==> config.mk <==
export PLATFORM = sky130hd
export DESIGN_NAME = dca_lsu_load_formatter_flat
export DESIGN_NICKNAME = d
export VERILOG_FILES = /design/src/rtl/dca_lsu_load_formatter_pkg.sv /design/src/rtl/dca_lsu_load_formatter_if.sv /design/src/rtl/dca_lsu_row_fifo2.sv /design/src/rtl/dca_lsu_load_formatter.sv /design/src/flat_wrapper.sv
export SDC_FILE = /design/constraint.sdc
export NUM_CORES = 1
export LEC_CHECK = 0
export BUFFER_PORTS_ARGS = -buffer_cell sky130_fd_sc_hd__buf_2
export CORE_MARGIN = 1.5
export CORE_UTILIZATION = 30
export CTS_CLUSTER_DIAMETER = 100
export DETAILED_ROUTE_END_ITERATION = 12
export MAX_ROUTING_LAYER = met4
export PLACE_DENSITY = 0.53
export SYNTH_ARGS = -nofsm -noshare
export SYNTH_HDL_FRONTEND = slang
export SYNTH_HIERARCHICAL = 1
export SYNTH_SLANG_ARGS = --single-unit
==> constraint.sdc <==
create_clock -name clk -period 3.3 [get_ports clk]
set_input_delay 0.165 -clock clk [delete_from_list [all_inputs] [get_ports clk]]
set_output_delay 0.165 -clock clk [all_outputs]
set_load 0.005 [all_outputs]
==> src/rtl/dca_lsu_load_formatter_pkg.sv <==
// Shared types and widths for the DCA LSU load-side row formatter.
package dca_lsu_load_formatter_pkg;

  localparam int unsigned MATRIX_NUM_COL   = 4;
  localparam int unsigned BW_LSU_ELEMENT   = 8;
  localparam int unsigned BW_TENSOR_SCALAR = 32;
  localparam int unsigned BW_NUM_ROW_M1    = 4;
  localparam int unsigned BW_NUM_COL_M1    = 2;

  localparam int unsigned BW_LSU_ELEMENT_ROW = MATRIX_NUM_COL * BW_LSU_ELEMENT;
  localparam int unsigned BW_TENSOR_ROW      = MATRIX_NUM_COL * BW_TENSOR_SCALAR;

  typedef enum logic [1:0] {
    StIdle  = 2'd0,
    StRun   = 2'd1,
    StDrain = 2'd2
  } state_e;

  // Row buffer entry: formatted tensor row plus the final-row tag.
  typedef struct packed {
    logic                     last;
    logic [BW_TENSOR_ROW-1:0] row;
  } fifo_entry_t;

  localparam int unsigned BW_FIFO_ENTRY = $bits(fifo_entry_t);

  // Widen one LSU element to a tensor scalar; zero fill unless sign extension is selected.
  function automatic logic [BW_TENSOR_SCALAR-1:0] extend_elem(
    input logic [BW_LSU_ELEMENT-1:0] elem,
    input logic                      is_signed
  );
    logic ext_bit;
    ext_bit = is_signed & elem[BW_LSU_ELEMENT-1];
    return {{(BW_TENSOR_SCALAR - BW_LSU_ELEMENT){ext_bit}}, elem};
  endfunction

endpackage

==> src/rtl/dca_lsu_load_formatter_if.sv <==
// Instruction, element-row and tensor-row handshake bundle of the load formatter.
interface dca_lsu_load_formatter_if;
  import dca_lsu_load_formatter_pkg::*;

  logic                          inst_valid;
  logic                          inst_ready;
  logic [BW_NUM_ROW_M1-1:0]      inst_num_row_m1;
  logic [BW_NUM_COL_M1-1:0]      inst_num_col_m1;
  logic                          inst_is_signed;

  logic                          elem_valid;
  logic                          elem_ready;
  logic [BW_LSU_ELEMENT_ROW-1:0] elem_row;

  logic                          tensor_valid;
  logic                          tensor_ready;
  logic [BW_TENSOR_ROW-1:0]      tensor_row;
  logic                          tensor_last;

  logic                          done;

  // Master: instruction issuer, read-data source and tensor consumer.
  modport master (
    output inst_valid, inst_num_row_m1, inst_num_col_m1, inst_is_signed,
    output elem_valid, elem_row,
    output tensor_ready,
    input  inst_ready, elem_ready, tensor_valid, tensor_row, tensor_last, done
  );

  // Slave: the formatter itself.
  modport slave (
    input  inst_valid, inst_num_row_m1, inst_num_col_m1, inst_is_signed,
    input  elem_valid, elem_row,
    input  tensor_ready,
    output inst_ready, elem_ready, tensor_valid, tensor_row, tensor_last, done
  );

endinterface

==> src/rtl/dca_lsu_row_fifo2.sv <==
// Two-entry valid/ready FIFO with a registered head; simultaneous push and pop keep the count.
module dca_lsu_row_fifo2 #(
  parameter int unsigned Width = 8
) (
  input  logic             clk,
  input  logic             rstnn,
  input  logic             push_valid_i,
  output logic             push_ready_o,
  input  logic [Width-1:0] push_data_i,
  output logic             pop_valid_o,
  input  logic             pop_ready_i,
  output logic [Width-1:0] pop_data_o
);

  logic [Width-1:0] head_q, head_d;
  logic [Width-1:0] tail_q, tail_d;
  logic [1:0]       count_q, count_d;
  logic             push, pop;

  assign push_ready_o = (count_q != 2'd2);
  assign pop_valid_o  = (count_q != 2'd0);
  assign pop_data_o   = head_q;

  assign push = push_valid_i & push_ready_o;
  assign pop  = pop_valid_o & pop_ready_i;

  // Next-state: the head always holds the oldest entry, the tail the second one.
  always_comb begin
    head_d  = head_q;
    tail_d  = tail_q;
    count_d = count_q;
    unique case ({push, pop})
      2'b10: begin
        if (count_q == 2'd0) begin
          head_d = push_data_i;
        end else begin
          tail_d = push_data_i;
        end
        count_d = count_q + 2'd1;
      end
      2'b01: begin
        head_d  = tail_q;
        count_d = count_q - 2'd1;
      end
      2'b11: begin
        // Push is only possible at count 1 here, so the new data becomes the head.
        head_d = push_data_i;
      end
      default: ;
    endcase
  end

  // Storage and occupancy registers.
  always_ff @(posedge clk or negedge rstnn) begin
    if (!rstnn) begin
      head_q  <= '0;
      tail_q  <= '0;
      count_q <= 2'd0;
    end else begin
      head_q  <= head_d;
      tail_q  <= tail_d;
      count_q <= count_d;
    end
  end

endmodule

==> src/rtl/dca_lsu_load_formatter.sv <==
// DCA LSU load-side row formatter: widens packed element rows into tensor rows.
// Optional feature macro DCA_LSU_LOAD_COLMASK_EN zeroes columns above the latched column count.
module dca_lsu_load_formatter
  import dca_lsu_load_formatter_pkg::*;
(
  input logic                     clk,
  input logic                     rstnn,
  dca_lsu_load_formatter_if.slave lsu_io
);

  state_e                   state_q;
  logic                     inst_ready_q;
  logic                     done_q;
  logic [BW_NUM_ROW_M1-1:0] num_row_m1_q;
  logic [BW_NUM_ROW_M1-1:0] row_cnt_q;
  logic                     is_signed_q;
`ifdef DCA_LSU_LOAD_COLMASK_EN
  logic [BW_NUM_COL_M1-1:0] num_col_m1_q;
`endif

  logic                     fifo_push_ready;
  logic                     fifo_pop_valid;
  logic [BW_FIFO_ENTRY-1:0] fifo_pop_data;
  fifo_entry_t              push_entry;
  fifo_entry_t              pop_entry;
  logic [BW_TENSOR_ROW-1:0] fmt_row;

  logic elem_ready;
  logic elem_accept;
  logic elem_is_last;
  logic last_pop;

  assign elem_ready   = (state_q == StRun) & fifo_push_ready;
  assign elem_accept  = lsu_io.elem_valid & elem_ready;
  assign elem_is_last = (row_cnt_q == num_row_m1_q);

  assign pop_entry = fifo_entry_t'(fifo_pop_data);
  assign last_pop  = fifo_pop_valid & lsu_io.tensor_ready & pop_entry.last;

  // Per-column widening at push time, using the instruction's latched signedness.
  for (genvar gi = 0; gi < MATRIX_NUM_COL; gi++) begin : g_col
    logic [BW_TENSOR_SCALAR-1:0] ext;
    assign ext = extend_elem(lsu_io.elem_row[gi*BW_LSU_ELEMENT +: BW_LSU_ELEMENT], is_signed_q);
`ifdef DCA_LSU_LOAD_COLMASK_EN
    assign fmt_row[gi*BW_TENSOR_SCALAR +: BW_TENSOR_SCALAR] =
        (gi > int'(num_col_m1_q)) ? '0 : ext;
`else
    assign fmt_row[gi*BW_TENSOR_SCALAR +: BW_TENSOR_SCALAR] = ext;
`endif
  end

  assign push_entry.last = elem_is_last;
  assign push_entry.row  = fmt_row;

  dca_lsu_row_fifo2 #(
    .Width (BW_FIFO_ENTRY)
  ) u_row_fifo (
    .clk          (clk),
    .rstnn        (rstnn),
    .push_valid_i (elem_accept),
    .push_ready_o (fifo_push_ready),
    .push_data_i  (push_entry),
    .pop_valid_o  (fifo_pop_valid),
    .pop_ready_i  (lsu_io.tensor_ready),
    .pop_data_o   (fifo_pop_data)
  );

  // Control FSM: latch the instruction, count accepted rows, finish on the last-tagged pop.
  always_ff @(posedge clk or negedge rstnn) begin
    if (!rstnn) begin
      state_q      <= StIdle;
      inst_ready_q <= 1'b1;
      done_q       <= 1'b0;
      num_row_m1_q <= '0;
      row_cnt_q    <= '0;
      is_signed_q  <= 1'b0;
`ifdef DCA_LSU_LOAD_COLMASK_EN
      num_col_m1_q <= '0;
`endif
    end else begin
      done_q <= 1'b0;
      unique case (state_q)
        StIdle: begin
          if (lsu_io.inst_valid) begin
            num_row_m1_q <= lsu_io.inst_num_row_m1;
            is_signed_q  <= lsu_io.inst_is_signed;
`ifdef DCA_LSU_LOAD_COLMASK_EN
            num_col_m1_q <= lsu_io.inst_num_col_m1;
`endif
            row_cnt_q    <= '0;
            inst_ready_q <= 1'b0;
            state_q      <= StRun;
          end
        end
        StRun: begin
          if (elem_accept) begin
            // Stop counting on the last row so the counter never wraps.
            if (elem_is_last) begin
              state_q <= StDrain;
            end else begin
              row_cnt_q <= row_cnt_q + 1'b1;
            end
          end
        end
        StDrain: begin
          if (last_pop) begin
            done_q       <= 1'b1;
            inst_ready_q <= 1'b1;
            state_q      <= StIdle;
          end
        end
        default: begin
          inst_ready_q <= 1'b1;
          state_q      <= StIdle;
        end
      endcase
    end
  end

  assign lsu_io.inst_ready   = inst_ready_q;
  assign lsu_io.elem_ready   = elem_ready;
  assign lsu_io.tensor_valid = fifo_pop_valid;
  assign lsu_io.tensor_row   = pop_entry.row;
  assign lsu_io.tensor_last  = pop_entry.last;
  assign lsu_io.done         = done_q;

endmodule

==> src/flat_wrapper.sv <==
// flat-port wrapper written by rule: the top's interface ports become plain ports
module dca_lsu_load_formatter_flat import dca_lsu_load_formatter_pkg::*;
  (clk, rstnn, lsu_io_inst_valid, lsu_io_inst_num_row_m1, lsu_io_inst_num_col_m1, lsu_io_inst_is_signed, lsu_io_elem_valid, lsu_io_elem_row, lsu_io_tensor_ready, lsu_io_inst_ready, lsu_io_elem_ready, lsu_io_tensor_valid, lsu_io_tensor_row, lsu_io_tensor_last, lsu_io_done);
  dca_lsu_load_formatter_if lsu_io_i ();
  input logic clk;
  input logic rstnn;
  input wire logic [$bits(lsu_io_i.inst_valid)-1:0] lsu_io_inst_valid;
  input wire logic [$bits(lsu_io_i.inst_num_row_m1)-1:0] lsu_io_inst_num_row_m1;
  input wire logic [$bits(lsu_io_i.inst_num_col_m1)-1:0] lsu_io_inst_num_col_m1;
  input wire logic [$bits(lsu_io_i.inst_is_signed)-1:0] lsu_io_inst_is_signed;
  input wire logic [$bits(lsu_io_i.elem_valid)-1:0] lsu_io_elem_valid;
  input wire logic [$bits(lsu_io_i.elem_row)-1:0] lsu_io_elem_row;
  input wire logic [$bits(lsu_io_i.tensor_ready)-1:0] lsu_io_tensor_ready;
  output wire logic [$bits(lsu_io_i.inst_ready)-1:0] lsu_io_inst_ready;
  output wire logic [$bits(lsu_io_i.elem_ready)-1:0] lsu_io_elem_ready;
  output wire logic [$bits(lsu_io_i.tensor_valid)-1:0] lsu_io_tensor_valid;
  output wire logic [$bits(lsu_io_i.tensor_row)-1:0] lsu_io_tensor_row;
  output wire logic [$bits(lsu_io_i.tensor_last)-1:0] lsu_io_tensor_last;
  output wire logic [$bits(lsu_io_i.done)-1:0] lsu_io_done;
  assign lsu_io_i.inst_valid = lsu_io_inst_valid;
  assign lsu_io_i.inst_num_row_m1 = lsu_io_inst_num_row_m1;
  assign lsu_io_i.inst_num_col_m1 = lsu_io_inst_num_col_m1;
  assign lsu_io_i.inst_is_signed = lsu_io_inst_is_signed;
  assign lsu_io_i.elem_valid = lsu_io_elem_valid;
  assign lsu_io_i.elem_row = lsu_io_elem_row;
  assign lsu_io_i.tensor_ready = lsu_io_tensor_ready;
  assign lsu_io_inst_ready = lsu_io_i.inst_ready;
  assign lsu_io_elem_ready = lsu_io_i.elem_ready;
  assign lsu_io_tensor_valid = lsu_io_i.tensor_valid;
  assign lsu_io_tensor_row = lsu_io_i.tensor_row;
  assign lsu_io_tensor_last = lsu_io_i.tensor_last;
  assign lsu_io_done = lsu_io_i.done;
  dca_lsu_load_formatter u_core (.clk(clk), .rstnn(rstnn), .lsu_io(lsu_io_i));
endmodule
# Word-level counts from Yosys, hierarchy flattened
# Cells that the tools add are included.
[totals]
ff_bits = 273
in_bits = 44
elab_cells = 65
[classes]
n_addsub = 3
n_reduce_logical = 12
muxes = 17
n_bitwise = 11
n_eq_ne = 13
[op_table]
columns = ["op", "count"]
rows = [
  ["129-bit one-hot mux with 3 select lines", 1],
  ["129-bit two-way mux", 1],
  ["4-bit two-way mux", 3],
  ["2-bit != test, second input constant", 5],
  ["1-bit bitwise AND", 9],
  ["2-bit two-way mux", 4],
  ["4-bit one-hot mux with 2 select lines", 1],
  ["4-bit AND reduction", 2],
  ["2-bit == test, second input constant", 3],
  ["2-bit one-hot mux with 3 select lines", 1],
  ["2-bit AND reduction", 3],
  ["2-bit nonzero test", 3],
  ["4-bit by 1-bit adder with 4-bit output, second input constant", 1],
  ["2-bit by 1-bit == test with 1-bit output, second input constant", 2],
  ["4-bit == test", 1],
  ["2-bit zero test", 2],
  ["1-bit two-way mux", 4],
  ["2-bit by 1-bit != test with 1-bit output, second input constant", 2],
  ["2-bit one-hot mux with 2 select lines", 1],
  ["1-bit one-hot mux with 3 select lines", 1],
  ["3-bit AND reduction", 1],
  ["3-bit nonzero test", 1],
  ["2-bit by 1-bit adder with 2-bit output, second input constant", 1],
  ["1-bit NOT", 2],
  ["2-bit by 1-bit subtractor with 2-bit output, second input constant", 1],
]

# Depth between registers and ports, before layout
# Gate-level depths: netlist of the first run.
[depth]
word_depth = 7
ltp_mapped = 9
ltp_nobuf = 8

# By module
# The synthesis of the first run kept the hierarchy.
[by_module_without_submodules]
columns = ["module", "seq_area_each_um2", "cells_per_inst", "area_each_um2", "instances"]
rows = [
  ["dca_lsu_row_fifo2", 6506.2, 704, 11761.3, 1],
  ["dca_lsu_load_formatter", 326.6, 67, 726.9, 1],
]

# Worst setup path after synthesis of the first run
# OpenSTA, ideal clock, no wires.
[synth_timing]
path_kind = "register to register"
startpoint = "register u_core.u_row_fifo.count_q[0]"
endpoint = "register u_core.u_row_fifo.head_q[10] (netlist: u_core/u_row_fifo/pop_data_o[10])"
n_path_buf = 2
slack_ps = 869
stages_incl_launch_ff = 9
required_time_ps = 3175
setup_time_ps = 125
arrival_ps = 2306
path_cell_list = "dfrtp_1 -> nand2b_1 -> and4b_1 -> nand2_1 -> ha_1 -> buf_2 -> clkbuf_1 -> mux2_2 -> mux2_4"
[synth_between]
elab_chain_cells = 7
[synth_lines]
columns = ["item", "line_no", "source"]
rows = [
  ["start: declaration", "dca_lsu_row_fifo2.sv:17", "logic [1:0] count_q, count_d;"],
  ["start signal: assignment", "dca_lsu_row_fifo2.sv:62", "count_q <= count_d;"],
  ["2-bit != test *", "dca_lsu_row_fifo2.sv:20", "assign push_ready_o = (count_q != 2'd2);"],
  ["net u_core.fifo_push_ready", "dca_lsu_load_formatter.sv:21", "logic fifo_push_ready;"],
  ["1-bit bitwise AND *", "dca_lsu_load_formatter.sv:33", "assign elem_ready = (state_q == StRun) & fifo_push_ready;"],
  ["1-bit bitwise AND *", "dca_lsu_load_formatter.sv:34", "assign elem_accept = lsu_io.elem_valid & elem_ready;"],
  ["net u_core.elem_accept", "dca_lsu_load_formatter.sv:29", "logic elem_accept;"],
  ["1-bit bitwise AND *", "dca_lsu_row_fifo2.sv:24", "assign push = push_valid_i & push_ready_o;"],
  ["2-bit == test / 2-bit by 1-bit == test with 1-bit output (equally long branches)", "dca_lsu_row_fifo2.sv:32", "unique case ({push, pop})"],
  ["2-bit != test (no source line) / 3-bit nonzero test (equally long branches)", "-", ""],
  ["2-bit AND reduction (no source line)", "-", ""],
  ["end signal: assignment", "dca_lsu_row_fifo2.sv:56", "head_q <= '0;"],
  ["end signal: assignment", "dca_lsu_row_fifo2.sv:60", "head_q <= head_d;"],
  ["end: declaration", "dca_lsu_row_fifo2.sv:15", "logic [Width-1:0] head_q, head_d;"],
]
# The timed path passes the listed nets; every way through them passes the cells marked *.
# A chain may end at the register's enable or synchronous reset.

# Final worst setup path of the first run
[layout_timing]
startpoint = "register u_core.u_row_fifo.count_q[0]"
endpoint = "register u_core.u_row_fifo.tail_q[65]"
[layout_between]
elab_chain_cells = 6
[layout_lines]
columns = ["item", "line_no", "source"]
rows = [
  ["2-bit != test", "dca_lsu_row_fifo2.sv:20", ""],
  ["net u_core.fifo_push_ready", "dca_lsu_load_formatter.sv:21", ""],
  ["1-bit bitwise AND", "dca_lsu_load_formatter.sv:33", ""],
  ["1-bit bitwise AND", "dca_lsu_load_formatter.sv:34", ""],
  ["net u_core.elem_accept", "dca_lsu_load_formatter.sv:29", ""],
  ["1-bit bitwise AND", "dca_lsu_row_fifo2.sv:24", ""],
  ["2-bit == test", "dca_lsu_row_fifo2.sv:32", ""],
  ["2-bit AND reduction (no source line)", "-", ""],
  ["end signal: assignment", "dca_lsu_row_fifo2.sv:61", "tail_q <= tail_d;"],
  ["end: declaration", "dca_lsu_row_fifo2.sv:16", "logic [Width-1:0] tail_q, tail_d;"],
]
# The timed path passes the listed nets, and every way through them passes these cells.

==> summary.md, run 1 <==
| Metric | Value |
|---|---|
| RD Place Congestion | 0.7154 |
| Mapped Area | 0.01249 mm2 |
| Iter 0 DRT Violations | 273 |
| Die area | 0.04286 mm2 |
| Worst Hold Slack | 0.3120 ns |
| Synth top area cells | dfrtp_1, mux2_2, mux2_4 |
| Critical path data arrival time | 3.04 ns |
| Row count | 74 |
| Layout cell share with drive strength beyond 1 | 0.6395 |
| R2r setup slk | 0.67 ns |
| Most common cell after layout, fill and taps aside | mux2_2 |
| CP Class | register to register |
| Commonest cells after routing, fill and taps aside | mux2_2, dfrtp_1, buf_2 |
| Via Count | 6955 |
| Number of global-route vias before repair | 7564 |
| Initial antenna violation count | 3 |
| Reg2Reg Depth | 8 |
| TritonCTS Sinks | 273 |
| # port buffers | 174 |
| Mean area per synthesized cell | 16.20 um2 |
| First-pass GRT wire length | 42000 um |
| Tcrit/Tclk final | 0.7985 |
| Post-DP Area | 0.01394 mm2 |
| Worst Slack Setup Final | 0.6651 ns |
| Power per cell area | 958.7 mW/mm2 |
| Die Y | 207.0 um |
| Minimum clock period | 2.635 ns |
| Setup-failing EPs final | 0 |
| Hold/Removal Path Class | input pin to async pin |
| Static leakage | 7.596 nW |
| Setup TNS | 0 ns |
| PostCTS Resize Cnt | 0 |
| Yosys warnings | 6 |
| Fin util | 0.3800 |
| CP cell instances | nand2b_1 > and4b_1 > nand2_1 > inv_1 > ha_1 > nand2_4 > buf_4 > mux2_2 |
| Die width | 207.0 um |
| Status | completed |
| Post-route ant nets | 0 |
| Max incr delay on CP | 0.45 ns |
| Share of the synthesized area in the top cell type | 0.5450 |
| Sequential fraction of the synthesis area | 0.5471 |
| Critical path fanouts, max | 25 |
| Required @ worst endpoint | 3.71 ns |
| Initial core utilization | 0.3052 |
| Hold Buf Count CTS | 41 |
| Crit path capture type | register |
| Nets@finish | 1051 |
| Fmax | 379.5 MHz |
| Least-Margin Pin Slew | 0.8441 ns |
| Ports | 177 |
| Post-CTS Repair Setup Buffers | 0 |
| P&R area growth vs syn | 24.52% |
| Post-DP HPWL | 14970 um |
| RSZ-0062 raised after global routing | no |
| CTS tree | done |
| Remaining Overflow, GRT | 0 |
| Syn_nets | 818 |
| Layout fillers | 3904 |
| Pre-CTS WS | 0.6364 ns |
| Htree depth | 2 |
| Reg clk slew, reported paths | 0.06 ns |
| DRC Markers | 0 |
| Critical Path Start Type | register |
| Fin. Hold Viols | 0 |
| Slowest CP cell | dfrtp_1 |
| Clock root cell | clkbuf_16 |
| Synthesized flop and latch total | 273 |
| Synth Instances | 771 |
| Wire per inst | 16.32 um |
| TritonCTS Buffers | 34 |
| Post-synth cell types | 42 |
| Area leader, netlist | dfrtp_1 |
| Clock buffer depth | 3 |
| Total GRT Usage | 0.1250 |
| Count of pins over their slew limit | 0 |
| Drt via density | 4.447 |
| First-pass detailed-route iteration total | 4 |
| Worst skew pair latency | 0.52 ns |
| Max-capacitance violation count | 0 |
| Max rail drop VDD | 0.0005082 V |
| Setup Skew | 0.007138 ns |
| Final Instance Area | 0.01555 mm2 |
| Largest net degree at the start of global routing | 104 |
| Slew headroom | 0.4373 |
| Total core area | 0.04092 mm2 |
| Drt total wl | 25520 um |
path summary, 6_finish.rpt:
check	endpoint	start
min	u_core/u_row_fifo/tail_q[13]$_DFFE_PN0P_	rstnn
max reg2reg	u_core/u_row_fifo/tail_q[65]$_DFFE_PN0P_	u_core/u_row_fifo/count_q[0]$_DFFE_PN0P_
min reg2reg	u_core/lsu_io.inst_ready$_DFFE_PN1P_	u_core/lsu_io.inst_ready$_DFFE_PN1P_
max	u_core/u_row_fifo/tail_q[65]$_DFFE_PN0P_	u_core/u_row_fifo/count_q[0]$_DFFE_PN0P_
min in group clk	u_core/u_row_fifo/tail_q[102]$_DFFE_PN0P_	lsu_io_elem_row[30]
max in group asynchronous	u_core/u_row_fifo/pop_data_o[64]$_DFFE_PN0P_	rstnn
cell type report:
type                    count  area [um2]  area share
flip-flops and latches    273        6833      0.4394
multi-input cells         449        5239      0.3369
repair buffers            241        1599      0.1028
clock buffers              54        1100     0.07073
well taps                 532       665.6     0.04281
clock inverters             7       87.58    0.005632
inverters                   5       18.77    0.001207
diodes                      3       7.507   0.0004828
critical path, delay by kind of cell (launching register included):
family | cells | cell delay, ns
simple gates | 4 | 1.03
flops | 1 | 0.45
buf+inv | 2 | 0.43
mux | 1 | 0.37
fa+ha+maj | 1 | 0.20
per-stage QoR:
stage                     total power, mW  std cells
final                               14.91       1564
after global placement              11.06       1459
after CTS                           15.24       1561
after floorplan                     9.700        771
after global routing                15.89       1564
after detailed placement            11.17       1459
per-layer routing:
metal,up-vias,global-route usage,wire length (um)
met1,3523,0.1597,11780
met3,52,0.03047,1218
met4,0,0.05147,712
li1,3252,-,-
met2,128,0.1894,11810
met5,-,-,0
flip-flops by register name (all words and copies together), names as in the netlist:
register and flops:
u_core/row_cnt_q 4, u_core/lsu_io.inst_ready 1, u_core/is_signed_q 1, u_core/lsu_io.done 1, u_core/state_q 2, u_core/u_row_fifo/tail_q 129, u_core/num_row_m1_q 4, u_core/u_row_fifo/pop_data_o 129
u_core/u_row_fifo/count_q 2
cells in the mapped netlist, drive strengths merged:
cell	n
o31ai	1
dfstp	1
mux2	393
xor2	5
a31oi	1
o221ai	1
a21oi	3
dfrtp	272
and4b	1
nor3b	2
nand2	9
or4b	1
nor2b	1
nand3	6
o211a	1
and2	4
o21bai	1
nand4	1
a22oi	1
o21ai	1
nor2	5
clkbuf	13
xnor2	2
buf	31
a211o	1
ha	3
nand2b	2
inv	5
o211ai	1
nor4	2
cells by family after synthesis:
logic type                 share of synthesized area
muxes                                         0.3844
DFF                                           0.5471
buffers and inverters                        0.03497
and+or+nand+nor                              0.01794
AOI/OAI and AO/OA                           0.007616
xor gates and xnor gates                    0.004909
adders and majority gates                   0.003006
power breakdown:
part	total, mW	switching (mW)	leakage (nW)	internal, mW
clock	3.87	1.43	0.586	2.44
sequential	5.35	0.678	3.48	4.67
combinational	5.69	2.26	3.53	3.43
total	14.9	4.37	7.60	10.5
No activity file was read; power rests on OpenSTA's default activity.
==> run 2, diff against run 1 <==
--- a/config.mk
+++ b/config.mk
@@ -11,7 +11,7 @@
 export CTS_CLUSTER_DIAMETER = 100
 export DETAILED_ROUTE_END_ITERATION = 12
 export MAX_ROUTING_LAYER = met4
-export PLACE_DENSITY = 0.53
+export PLACE_DENSITY = 0.55
 export SYNTH_ARGS = -nofsm -noshare
 export SYNTH_HDL_FRONTEND = slang
 export SYNTH_HIERARCHICAL = 1
==> constraint.sdc (replaced) <==
create_clock -name clk -period 2.24 [get_ports clk]
set_input_delay 0.112 -clock clk [delete_from_list [all_inputs] [get_ports clk]]
set_output_delay 0.112 -clock clk [all_outputs]
set_load 0.005 [all_outputs]
==> summary.md, run 2 (synthesized netlist as in run 1, its figures left out) <==
| Metric | Value |
|---|---|
| Status | completed |
| Reg clk slew, reported paths | 0.05 ns |
| Via Count | 7092 |
| Setup-failing EPs final | 0 |
| Static leakage | 7.759 nW |
| Post-route ant nets | 0 |
| Fin. Hold Viols | 0 |
| Critical path data arrival time | 2.50 ns |
| WP buf/inv | 2 |
| Initial antenna violation count | 2 |
| Total GRT Usage | 0.1248 |
| Critical Path Start Type | register |
| Die area | 0.04286 mm2 |
| Slew headroom | 0.6919 |
| Largest net degree at the start of global routing | 59 |
| Initial core utilization | 0.3052 |
| Max incr delay on CP | 0.37 ns |
| Worst path top cell family by delay | multiplexers |
| CP most frequent cell | buf_12 |
| Total core area | 0.04092 mm2 |
| Layout fillers | 3862 |
| Crit path capture type | register |
| First-pass GRT wire length | 42010 um |
| Wire per inst | 16.11 um |
| RSZ-0062 raised after global routing | yes |
| Ports | 177 |
| Drt total wl | 25580 um |
| Max-capacitance violation count | 0 |
| Fmax | 475.0 MHz |
| Hold/Removal Path Class | input pin to async pin |
| TritonCTS Sinks | 273 |
| Tcrit/Tclk final | 0.9399 |
| CP cell instances | nand2b_1 > and4b_1 > nand2_1 > ha_4 > buf_12 > buf_12 > mux2_2 > mux2_4 |
| CP Class | register to register |
| Power per cell area | 1402 mW/mm2 |
| Die Y | 207.0 um |
| Required @ worst endpoint | 2.64 ns |
| Remaining Overflow, GRT | 0 |
| Count of pins over their slew limit | 0 |
| Die width | 207.0 um |
| TritonCTS Buffers | 34 |
| Fin util | 0.3881 |
| Worst skew pair latency | 0.52 ns |
| Number of global-route vias before repair | 7680 |
| Drt via density | 4.466 |
| P&R area growth vs syn | 27.18% |
| First-pass detailed-route iteration total | 4 |
| RD Place Congestion | 0.7047 |
| Max rail drop VDD | 0.0007277 V |
| Clock buffer depth | 3 |
| DRC Markers | 0 |
| Minimum clock period | 2.105 ns |
| Layout cell share with drive strength beyond 1 | 0.6427 |
| Setup Skew | 0.01615 ns |
| Row count | 74 |
| DP Cell Count | 1483 |
| Most common cell after layout, fill and taps aside | mux2_2 |
| # port buffers | 174 |
| CTS tree | done |
| Clock root cell | clkbuf_16 |
| Htree depth | 2 |
| Nets@finish | 1079 |
| Commonest cells after routing, fill and taps aside | mux2_2, dfrtp_1, buf_2 |
| Iter 0 DRT Violations | 231 |
| Post-DP HPWL | 15840 um |
| Critical path fanouts, max | 14 |
| Slowest CP cell | dfrtp_1 |
| Layout Cells excl Fill | 1588 |
| Least-Margin Pin Slew | 0.4621 ns |
[run 2: cell count changes in the layout (fill, tap and decap cells not counted), sizes merged]
cell and change:
buf +27, diode -2, bufinv -1, clkinvlp -1, dlygate4sd3 +1
[run 2: final timing paths]
path                                                                end                                      from  slack [ns]  cells past startpoint
setup / recovery           u_core/u_row_fifo/pop_data_o[78]$_DFFE_PN0P_  u_core/u_row_fifo/count_q[0]$_DFFE_PN0P_        0.13                      8
hold reg to reg                    u_core/lsu_io.inst_ready$_DFFE_PN1P_      u_core/lsu_io.inst_ready$_DFFE_PN1P_        0.48                      2
setup reg to reg           u_core/u_row_fifo/pop_data_o[78]$_DFFE_PN0P_  u_core/u_row_fifo/count_q[0]$_DFFE_PN0P_        0.13                      8
max in group asynchronous  u_core/u_row_fifo/pop_data_o[76]$_DFFE_PN0P_                                     rstnn        1.34                      4
hold / removal             u_core/u_row_fifo/pop_data_o[25]$_DFFE_PN0P_                                     rstnn        0.10                      2
min in group clk                     u_core/num_row_m1_q[0]$_DFFE_PN0P_                 lsu_io_inst_num_row_m1[0]        0.36                      3
[run 2: cell type report]
| type | count | area, um2 | share of cell area |
|---|---|---|---|
| Inverter | 5 | 18.77 | 0.001182 |
| Timing Repair Buffer | 269 | 2024 | 0.1275 |
| Sequential cell | 273 | 6833 | 0.4302 |
| Multi-Input combinational cell | 449 | 5239 | 0.3298 |
| Tap cell | 532 | 665.6 | 0.04191 |
| Clock inverter | 5 | 50.05 | 0.003151 |
| Antenna cell | 1 | 2.502 | 0.0001576 |
| Clock buffer | 54 | 1050 | 0.06609 |
[run 2: repair_timing]
action / CTS / global route
setup endpoints to repair: 0 / 4
hold buffers: 42 / 0
resized for setup: 0 / 0
setup buffers: 0 / 3
hold endpoints to repair: 318 / 0
[run 2: per-layer routing]
layer / share of wire / global-route usage / wire length [um] / vias up
li1: - / - / - / 3300
met1: 0.46 / 0.1583 / 11810 / 3604
met2: 0.46 / 0.1915 / 11820 / 144
met3: 0.050 / 0.03169 / 1285 / 44
met4: 0.026 / 0.04673 / 655 / 0
met5: 0 / - / 0 / -
[run 2: where the power goes]
group          switching, mW  internal, mW
Combinational           3.48          5.54
Sequential             0.995          6.88
Clock                   2.06          3.32
Total                   6.53          15.7
[run 2: per-stage QoR]
| step | cell area, um2 | hold WS (ns) | TNS [ns] | power (mW) | worst slack [ns] |
|---|---|---|---|---|---|
| 2_1_floorplan | 12530 | -0.1836 | -1.710 | 14.34 | -0.01715 |
| 3_3_place_gp | 14340 | 0.06265 | 0 | 16.86 | 0.1262 |
| 3_5_place_dp | 14340 | 0.06245 | 0 | 17.03 | 0.1145 |
| 4_1_cts | 15860 | 0.07934 | 0 | 22.68 | 0.07148 |
| 5_1_grt | 15880 | 0.1119 | -0.004409 | 23.71 | -0.002554 |
| 6_report | 15880 | 0.1006 | 0 | 22.27 | 0.1346 |
==> run 3, diff against run 2 <==
--- a/config.mk
+++ b/config.mk
@@ -7,11 +7,12 @@
 export LEC_CHECK = 0
 export BUFFER_PORTS_ARGS = -buffer_cell sky130_fd_sc_hd__buf_2
 export CORE_MARGIN = 1.5
-export CORE_UTILIZATION = 30
+export CORE_UTILIZATION = 40
 export CTS_CLUSTER_DIAMETER = 100
 export DETAILED_ROUTE_END_ITERATION = 12
 export MAX_ROUTING_LAYER = met4
-export PLACE_DENSITY = 0.55
+export PLACE_DENSITY = 0.67
+export REMOVE_ABC_BUFFERS = 1
 export SYNTH_ARGS = -nofsm -noshare
 export SYNTH_HDL_FRONTEND = slang
 export SYNTH_HIERARCHICAL = 1
==> summary.md, run 3 (synthesized netlist as in run 1, its figures left out) <==
| Metric | Value |
|---|---|
| Status | completed |
| Iter 0 DRT Violations | 233 |
| Commonest cells after routing, fill and taps aside | mux2_2, dfrtp_1, buf_2 |
| Row count | 64 |
| P_sw | 6.352 mW |
| First-pass detailed-route iteration total | 4 |
| Die Y | 179.7 um |
| Total GRT Usage | 0.1538 |
| Nets@finish | 1067 |
| Static leakage | 7.640 nW |
| Least-Margin Pin Slew | 0.5137 ns |
| Max-capacitance violation count | 0 |
| RSZ-0062 raised after global routing | no |
| DRC Markers | 0 |
| Wire per inst | 16.55 um |
| Critical path data arrival time | 2.55 ns |
| CP Class | register to register |
| Clock root cell | clkbuf_16 |
| Worst Slack Setup Final | 0.1135 ns |
| Ports | 177 |
| Critical path fanouts, max | 49 |
| Initial antenna violation count | 0 |
| CTS tree | done |
| Antenna Cells | 0 |
| Drt total wl | 23810 um |
| Minimum clock period | 2.126 ns |
| Fin. Hold Viols | 0 |
| Crit path capture type | register |
| Int Pwr | 15.20 mW |
| Setup Skew | 0.008926 ns |
| CP most frequent cell | inv_2 |
| TritonCTS Sinks | 273 |
| Drt via density | 4.904 |
| Post-route ant nets | 0 |
| Htree depth | 1 |
| Sw Ratio | 0.2947 |
| Largest net degree at the start of global routing | 66 |
| DP Cell Count | 1336 |
| Post-DP HPWL | 14140 um |
| RD Place Congestion | 0.7299 |
| Most common cell after layout, fill and taps aside | mux2_2 |
| Layout fillers | 2616 |
| Worst skew pair latency | 0.54 ns |
| Comb pwr share | 0.407 |
| Slew headroom | 0.6575 |
| Remaining Overflow, GRT | 0 |
| Setup-failing EPs final | 0 |
| Final Instance Area | 0.01543 mm2 |
| Max rail drop VDD | 0.0007713 V |
| Register Area | 0.006834 mm2 |
| Layout cell share with drive strength beyond 1 | 0.6453 |
| Required @ worst endpoint | 2.66 ns |
| Clock buffer depth | 3 |
| Initial core utilization | 0.4072 |
| Reg clk slew, reported paths | 0.06 ns |
| Number of global-route vias before repair | 7399 |
| P&R area growth vs syn | 23.57% |
| Total core area | 0.03067 mm2 |
| Power per cell area | 1397 mW/mm2 |
| Area occupied by multi-input gates | 0.005241 mm2 |
| CP cell instances | buf_4 > nor2_4 > inv_2 > nand2_4 > inv_2 > ha_4 > buf_16 > mux2_2 > mux2_4 |
| Die area | 0.03229 mm2 |
| Via Count | 7057 |
| Critical Path Start Type | register |
| Flop pwr share | 0.365 |
| Tcrit/Tclk final | 0.9493 |
| TritonCTS Buffers | 30 |
| Clk pwr share | 0.228 |
| Die width | 179.7 um |
| Max incr delay on CP | 0.38 ns |
| Hold/Removal Path Class | input pin to async pin |
| Count of pins over their slew limit | 0 |
| Post-DP Area | 0.01396 mm2 |
| Pre-CTS WS | 0.08982 ns |
| Fmax | 470.3 MHz |
| First-pass GRT wire length | 40080 um |
| Slowest CP cell | mux2_2 |
| # port buffers | 174 |
| Pwr Total | 21.55 mW |
| Layout Cells excl Fill | 1439 |
## run 3: worst paths after layout
| kind | cells past startpoint | slack, ns | endpoint | from |
|---|---|---|---|---|
| hold / removal | 2 | 0.13 | u_core/u_row_fifo/pop_data_o[41]$_DFFE_PN0P_ | rstnn |
| setup reg to reg | 9 | 0.11 | u_core/u_row_fifo/pop_data_o[57]$_DFFE_PN0P_ | u_core/u_row_fifo/count_q[0]$_DFFE_PN0P_ |
| setup / recovery | 9 | 0.11 | u_core/u_row_fifo/pop_data_o[57]$_DFFE_PN0P_ | u_core/u_row_fifo/count_q[0]$_DFFE_PN0P_ |
| hold reg to reg | 1 | 0.49 | u_core/u_row_fifo/pop_data_o[99]$_DFFE_PN0P_ | u_core/u_row_fifo/pop_data_o[99]$_DFFE_PN0P_ |
| min in group clk | 3 | 0.34 | u_core/num_row_m1_q[3]$_DFFE_PN0P_ | lsu_io_inst_num_row_m1[3] |
| max in group asynchronous | 3 | 1.39 | u_core/lsu_io.inst_ready$_DFFE_PN1P_ | rstnn |
## run 3: stage by stage
step	hold WS, ns	setup TNS, ns	util
floorplan	-0.1836	-642.39	-
global placement	0.1124	0	0.4552
detailed placement	0.1092	0	0.4552
CTS	0.1077	0	0.5013
global route	0.1553	0	0.5032
finish	0.1255	0	0.5032
## run 3: power groups by stage
stage / Combinational, mW / Clock (mW) / Sequential (mW)
2_1_floorplan: 6.45 / 0 / 7.83
3_3_place_gp: 8.55 / 0 / 7.87
3_5_place_dp: 8.73 / 0 / 7.94
4_1_cts: 8.84 / 5.10 / 7.88
5_1_grt: 9.49 / 5.29 / 8.14
6_report: 8.77 / 4.91 / 7.87
## run 3: routing by layer
| metal | routed length, um | up-vias | GRT usage |
|---|---|---|---|
| met4 | 392 | 0 | 0.03633 |
| met5 | 0 | - | - |
| met3 | 900 | 31 | 0.02472 |
| li1 | - | 3285 | - |
| met2 | 11380 | 125 | 0.2466 |
| met1 | 11130 | 3616 | 0.2050 |
## run 3: layout make-up
type                    count  share of cell area
clock buffers              40             0.05440
multi-input cells         449              0.3396
flip-flops and latches    273              0.4428
repair buffers            261              0.1197
well taps                 396             0.03211
clock inverters            15             0.01013
inverters                   5            0.001216
## run 3: repair_timing
action / CTS / global route
endpoints found under the hold margin: 274 / 0
endpoints found under the setup margin: 0 / 41
hold buffers: 42 / 0
setup buffers: 0 / 6
gates resized for setup: 0 / 3
## run 3: worst max-delay path, delay by kind of cell (launching register included)
kind	cells	cell delay [ns]
muxes	2	0.65
and+or+nand+nor	2	0.12
buffers and inverters	4	0.65
adders and majority gates	1	0.22
DFF	1	0.34
